### config.mk
export PLATFORM = sky130hd
export DESIGN_NAME = cp0_irq_timer
export DESIGN_NICKNAME = d
export VERILOG_FILES = /design/src/rtl/cp0_pkg.sv /design/src/rtl/cp0_sync.sv /design/src/rtl/cp0_irq_timer.sv
export SDC_FILE = /design/constraint.sdc
export NUM_CORES = 1
export LEC_CHECK = 0
export ABC_CLOCK_PERIOD_IN_PS = 2500
export CORE_MARGIN = 10
export CORE_UTILIZATION = 45
export DETAILED_ROUTE_END_ITERATION = 8
export DONT_BUFFER_PORTS = 1
export PLACE_DENSITY = 0.63
export SYNTH_ARGS = -nofsm -noshare
export SYNTH_HDL_FRONTEND = slang
export SYNTH_SLANG_ARGS = --single-unit
### constraint.sdc
create_clock -name clk -period 2.5 [get_ports clk]
set_input_delay 0.5 -clock clk [delete_from_list [all_inputs] [get_ports clk]]
set_output_delay 0.5 -clock clk [all_outputs]
set_load 0.1 [all_outputs]
### src/rtl/cp0_pkg.sv
// Shared CP0 constants and helpers for the interrupt-pending path.
package cp0_pkg;

    localparam logic [4:0] CP0_REG_COUNT   = 5'd9;
    localparam logic [4:0] CP0_REG_COMPARE = 5'd11;
    localparam logic [4:0] CP0_REG_CAUSE   = 5'd13;

    localparam int IP_TIMER  = 7;
    localparam int IP_EXT_LO = 2;
    localparam int IP_SW_LO  = 0;

    localparam logic [4:0] EXC_INT = 5'd0;

    // Bit layout matches Cause IP[15:8]: timer on top, software bits at the bottom.
    function automatic logic [7:0] pack_interrupts(
        input logic       timer,
        input logic [4:0] ext,
        input logic [1:0] sw
    );
        logic [7:0] ip;
        ip                     = 8'h00;
        ip[IP_TIMER]           = timer;
        ip[IP_EXT_LO +: 5]     = ext;
        ip[IP_SW_LO +: 2]      = sw;
        return ip;
    endfunction

    function automatic logic irq_wanted(
        input logic       ie,
        input logic       exl,
        input logic [7:0] ip,
        input logic [7:0] im
    );
        return ie & ~exl & (|(ip & im));
    endfunction

endpackage

### src/rtl/cp0_sync.sv
// Single-bit multi-flop synchronizer for an asynchronous level input.
module cp0_sync #(
    parameter int STAGES = 2
) (
    input  logic clk,
    input  logic reset,
    input  logic d,
    output logic q
);

    logic [STAGES-1:0] stages_r;

    // Shift the raw level through the flop chain; the last stage is the clean output.
    always_ff @(posedge clk) begin
        if (reset) begin
            stages_r <= '0;
        end else begin
            stages_r <= {stages_r[STAGES-2:0], d};
        end
    end

    assign q = stages_r[STAGES-1];

endmodule

### src/rtl/cp0_irq_timer.sv
// CP0 interrupt source: Count/Compare timer, ext IRQ synchronizers,
// software IP bits and the registered interrupt request.
module cp0_irq_timer
    import cp0_pkg::*;
#(
    parameter int NUM_EXT_IRQ = 5,
    parameter int SYNC_STAGES = 2,
    parameter int COUNT_DIV   = 2
) (
    input  logic                   clk,
    input  logic                   reset,
    input  logic [NUM_EXT_IRQ-1:0] ext_irq,
    input  logic                   sw_ip_we,
    input  logic                   count_we,
    input  logic                   compare_we,
    input  logic [31:0]            cp0_wdata,
    input  logic [7:0]             status_im,
    input  logic                   status_ie,
    input  logic                   status_exl,
    output logic [31:0]            count,
    output logic [31:0]            compare,
    output logic [7:0]             interrupts,
    output logic                   irq_request
);

    localparam int PW = (COUNT_DIV > 1) ? $clog2(COUNT_DIV) : 1;
    localparam logic [PW-1:0] PRESCALE_LAST = PW'(COUNT_DIV - 1);

    logic [PW-1:0]          prescaler_r;
    logic                   tick_s;
    logic                   incremented_r;
    logic                   timer_pending_r;
    logic [1:0]             sw_ip_r;
    logic [NUM_EXT_IRQ-1:0] ext_sync_s;

    assign tick_s = (prescaler_r == PRESCALE_LAST);

    // Prescaler and Count; a Count write wins over a same-cycle increment.
    always_ff @(posedge clk) begin
        if (reset) begin
            prescaler_r   <= '0;
            count         <= 32'd0;
            incremented_r <= 1'b0;
        end else if (count_we) begin
            prescaler_r   <= '0;
            count         <= cp0_wdata;
            incremented_r <= 1'b0;
        end else if (tick_s) begin
            prescaler_r   <= '0;
            count         <= count + 32'd1;
            incremented_r <= 1'b1;
        end else begin
            prescaler_r   <= prescaler_r + PW'(1);
            count         <= count;
            incremented_r <= 1'b0;
        end
    end

    // Compare register.
    always_ff @(posedge clk) begin
        if (reset) begin
            compare <= 32'd0;
        end else if (compare_we) begin
            compare <= cp0_wdata;
        end else begin
            compare <= compare;
        end
    end

    // Sticky timer pending: set only when Count has just incremented onto
    // Compare (never by a load), cleared by a Compare write which also wins ties.
    always_ff @(posedge clk) begin
        if (reset) begin
            timer_pending_r <= 1'b0;
        end else if (compare_we) begin
            timer_pending_r <= 1'b0;
        end else if (incremented_r && (count == compare)) begin
            timer_pending_r <= 1'b1;
        end else begin
            timer_pending_r <= timer_pending_r;
        end
    end

    // Software-writable IP[1:0], taken from Cause bits 9:8.
    always_ff @(posedge clk) begin
        if (reset) begin
            sw_ip_r <= 2'b00;
        end else if (sw_ip_we) begin
            sw_ip_r <= cp0_wdata[9:8];
        end else begin
            sw_ip_r <= sw_ip_r;
        end
    end

    for (genvar i = 0; i < NUM_EXT_IRQ; i++) begin : g_ext_sync
        cp0_sync #(
            .STAGES(SYNC_STAGES)
        ) u_sync (
            .clk  (clk),
            .reset(reset),
            .d    (ext_irq[i]),
            .q    (ext_sync_s[i])
        );
    end

    assign interrupts = pack_interrupts(timer_pending_r, ext_sync_s, sw_ip_r);

    // Request is re-evaluated every cycle, so it drops as soon as EXL or the source does.
    always_ff @(posedge clk) begin
        if (reset) begin
            irq_request <= 1'b0;
        end else begin
            irq_request <= irq_wanted(status_ie, status_exl, interrupts, status_im);
        end
    end

endmodule

== Word level (Yosys, flattened, before mapping) ==
Index checks and enable logic that the tools add are counted.

* Flip-flop bits (word level): 80
* Input port bits: 52
* Word-level logic and storage cells: 28

* $add $sub $neg: 2
* Equality and inequality tests: 1
* Muxes and demuxes: 3
* Bitwise operators: 4
* Reduce and logical (&&, ||, !) cells: 6

{| class="wikitable"
|+ Operators by type and width
! operator !! count
|-
| 2-to-1 mux 32 bit || 2
|-
| adder 32 x 1 -> 32 bit, second input constant || 1
|-
| equality test 32 bit || 1
|-
| bitwise AND 8 bit || 1
|-
| OR reduction 8 bit || 1
|-
| OR reduction 2 bit || 2
|-
| OR reduction 3 bit || 1
|-
| bitwise AND 1 bit || 2
|-
| nonzero test 2 bit || 1
|-
| adder 1 bit, second input constant || 1
|-
| logical AND 1 bit || 1
|-
| 2-to-1 mux 1 bit || 1
|-
| NOT 1 bit || 1
|}

== Depth between registers and ports, before layout ==
* Depth in word-level cells: 3
* Gate-level depth with buffers: 7
* Gate-level depth less buffers: 6

== Modules after synthesis ==
From an unflattened synthesis, not the netlist that was laid out.

* Cell total of the unflattened synthesis: 422
* Area total of the unflattened synthesis: 3839.9 µm²

{| class="wikitable"
|+ By module, submodules not included
! module !! times used !! cells an instance !! area an instance (µm²) !! seq. area each (µm²)
|-
| cp0_irq_timer || 1 || 402 || 3577.2 || 1401.3
|-
| cp0_sync || 5 || 4 || 52.6 || 40.0
|}

== Least setup slack after synthesis ==
OpenSTA, ideal clock, no wires.

* Path type: flip-flop to flip-flop
* From: register count[1]
* To: register count[10]
* Library setup time: 0.115 ns
* Arrival time: 2.503 ns
* Required time: 2.385 ns
* Path slack: -0.118 ns
* Stages on the path, launching flop included: 7
* Period minus slack after synthesis: 2.618 ns
* Cell sequence: dfxtp_1 > ha_1 > nand2_1 > or3_2 > nor2_1 > xor2_1 > o21a_1

* Cells in the longest elaborated chain, start to end: 3

{| class="wikitable"
|+ RTL lines
! element !! line !! RTL
|-
| start, declared || cp0_irq_timer.sv:20 || <nowiki>output logic [31:0] count,</nowiki>
|-
| start signal, assigned || cp0_irq_timer.sv:46 || <nowiki>count <= cp0_wdata;</nowiki>
|-
| start signal, assigned || cp0_irq_timer.sv:50 || <nowiki>count <= count + 32'd1;</nowiki>
|-
| start signal, assigned || cp0_irq_timer.sv:54 || <nowiki>count <= count;</nowiki>
|-
| adder 32 x 1 -> 32 bit || cp0_irq_timer.sv:50 ||
|-
| 2-to-1 mux 32 bit || cp0_irq_timer.sv:48 || <nowiki>end else if (tick_s) begin</nowiki>
|-
| 2-to-1 mux 32 bit || cp0_irq_timer.sv:44 || <nowiki>end else if (count_we) begin</nowiki>
|}

Every way passes these cells. The select of a mux whose other input is x is not followed.
A chain may end at the register's enable or synchronous reset.

== Worst setup path in the final report ==
* From: register count[2]
* To: register count[25]

The elaborated chain is that of the path after synthesis.

==> impl_metrics.py <==
metrics = {
    "routing": {
        "num_vias": 3228,
        "final_antenna_net_count": 0,
        "drtIter0Drc": 172,
        "drc_errors": 0,
        "viasPerCell": 5.31,
        "first_pass_iters": 4,
        "post_drt_wl_per_cell_um": 18.2,
        "totalWireLength_um": 11100,
    },
    "setup_path": {
        "reg2reg_depth": 5,
        "reg2reg_to": "count[25]",
        "reg2reg_from": "count[2]",
        "rrSetupSlack_ns": 0.27,
        "cp_max_fo": 8,
        "required_ns": 2.75,
        "cp-end-kind": "flip-flop",
        "arrival_ns": 2.48,
        "crit_path_start_kind": "flip-flop",
        "worstSetupPathType": "flip-flop to flip-flop",
    },
    "timing": {
        "period_minus_slack_ns": 2.23,
        "rsz0062_at_grt": "false",
        "finalMaxSlewViolations": 0,
        "setup_viol": 0,
        "max_freq_ghz": 0.449,
        "setup_tns_ns": 0,
        "tightest_slew_ns": 0.602,
        "final-hold-violation-count": 0,
        "slew_headroom_pct": 59.5,
        "finalCritPeriodShare_pct": 89.0,
        "finalClockSkew_ns": 0.00998,
        "layout_setup_ws_ns": 0.274,
    },
    "synth": {
        "synth_cell_types": 36,
        "synthCells": 443,
        "synthTopCellsByArea": "dfxtp_1 40%, mux2i_1 10%, xor2_1 8.4%, nor2_1 5.3%, xnor2_1 4.8%",
        "synth_top_cell_by_area": "dfxtp_1",
        "ys_ff_latch": 80,
        "syn-cell-area_um2": 3980,
        "yosysSeqAreaShare_pct": 40.2,
        "syn_avg_cell_area_um2": 8.98,
        "syn_nets": 496,
        "synth_top_area_share_pct": 40.2,
        "synth_warnings": 0,
    },
    "clock_tree": {
        "insertion_delay_ns": 0.36,
        "clock-sinks": 80,
        "htreeDepth": 3,
        "clock-root-buffer": "clkbuf_8",
        "cts_tree": "built",
        "ctsResizeCount": 0,
        "cts_buffer_depth": 2,
        "clkTransAtPathRegs_ns": 0.08,
        "cts_buffers": 9,
        "postCtsHoldBufs": 0,
        "cts_setup_buffers": 0,
    },
    "worst_hold_path": {
        "hold_end": "g_ext_sync[1].u_sync.stages_r[1]",
        "hold_class": "input pin to flip-flop",
        "min_from": "reset",
        "hold_depth": 1,
    },
    "die": {
        "die_height_um": 114,
        "rows": 34,
        "placeableCoreArea_um2": 8680,
        "ios": 125,
        "initial_core_util_pct": 45.9,
        "dieWidth_um": 114,
        "die_area_um2": 13000,
    },
    "placement": {
        "port_buffers": 0,
        "hpwl_um": 8470,
        "post-place-ws_ns": 0.287,
        "dp.cells": 592,
        "gp_congestion": 0.884,
    },
    "pwr": {
        "p_per_area_nw_per_um2": 705,
        "p_total_uw": 3290,
        "p_leak_uw": 0.00212,
        "ir_drop_uv": 464,
    },
    "status": {
        "status": "complete, no violations",
    },
    "global_route": {
        "grt_pass1_wl_um": 17500,
        "grt_antenna_before_repair": 0,
        "grt_use_total_pct": 16.8,
        "grt_max_degree": 81,
        "grt-ovfl-total": 0,
        "grt_pass1_vias": 3197,
    },
    "layout": {
        "fin_cells": 608,
        "nNetsFinal": 548,
        "nFillCells": 842,
        "drive_above_1_share_pct": 20.4,
        "antenna_cells": 0,
        "area_delta_synth_final_pct": 17.3,
    },
    "run": {
        "cap_violations": 0,
    },
}
## cell usage in the layout, fill, tap and decap left out, types with 14 or more instances in the layout
cell type  count
nor4_1        15
o21a_1        19
dfxtp_1       76
a21oi_1       22
inv_1         20
nand4_1       20
nor2b_1       14
mux2i_1       40
xor2_1        38
xnor2_1       22
nor2_1        56
buf_4         75
## through the flow
step | hold slack [ns] | util [%] | area [um2]
after global routing | 0.202 | 53.8 | 4670
after floorplan | 0.414 | - | 3990
after CTS | 0.193 | 53.8 | 4670
final | 0.220 | 53.8 | 4670
after global placement | 0.419 | 51.4 | 4460
after detailed placement | 0.428 | 51.4 | 4460
## worst max-delay path by stage
stage	cells past startpoint	start	to
2_1_floorplan	5	count[4]	count[23]
3_3_place_gp	5	count[2]	count[24]
3_5_place_dp	5	count[2]	count[25]
4_1_cts	5	count[2]	count[25]
5_1_grt	5	count[2]	count[23]
6_report	5	count[2]	count[25]
## cell families (layout without fill, tap and decap cells)
logic type | count (synthesis) | count (layout) | share of synthesized area, %
simple gates | 158 | 158 | 20.7
mux | 40 | 40 | 10.1
compound gates | 50 | 50 | 8.08
buf+inv | 54 | 111 | 7.42
flops | 80 | 80 | 40.2
fa+ha+maj | 1 | 1 | 0.314
xor+xnor | 60 | 60 | 13.2
## per-layer routing
layer / GRT usage, % / part of all wire (%)
met1: 20.0 / 42
met2: 26.0 / 46
met3: 7.51 / 11
met4: 5.85 / 1.5
met5: 0 / 0
## synth_stat cells, drive strengths merged
master and instances:
nand3 12, and2 2, xnor2 22, nand2 12, nand4 21, buf 18, inv 20, mux2i 40
nor2b 14, o21a 19, xor2 38, nor2 56, a22oi 4, and3 6, and4 3, nor4 15
or4 1, o21ai 3, a221oi 1, nor3b 1, dfxtp 80, a21oi 22, ha 1, a22o 1
or3 1, nor3 14, clkbuf 16
## where the power goes
group	switching [uW]	internal, uW	total [uW]	leakage [uW]
Clock	497	492	989	0.000102
Sequential	84.1	1350	1430	0.000663
Combinational	656	212	868	0.00135
Total	1240	2050	3290	0.00212
## sequential cells by signal, summed over array words and instances (netlist names)
| signal | flops |
|---|---|
| compare | 32 |
| count | 32 |
| g_ext_sync.u_sync.stages_r | 10 |
| incremented_r | 1 |
| irq_request | 1 |
| prescaler_r | 1 |
| sw_ip_r | 2 |
| timer_pending_r | 1 |
## critical path: stages, from the launching register on
cell,delay (ns)
dfxtp_2,0.72
and4_2,0.36
nand4_1,0.34
nor4_1,0.41
xor2_1,0.12
o21a_1,0.18
## area by class of cell
cell class              count  area [um2]  share of cell area (%)
multi-input cells         309        2080                    44.6
repair buffers             75         563                    12.1
flip-flops and latches     80        1610                    34.4
clock buffers              10         138                    2.95
inverters                  20        75.1                    1.61
clock inverters             6        68.8                    1.47
well taps                 108         135                    2.89
Power figures use the tool's default switching activity.
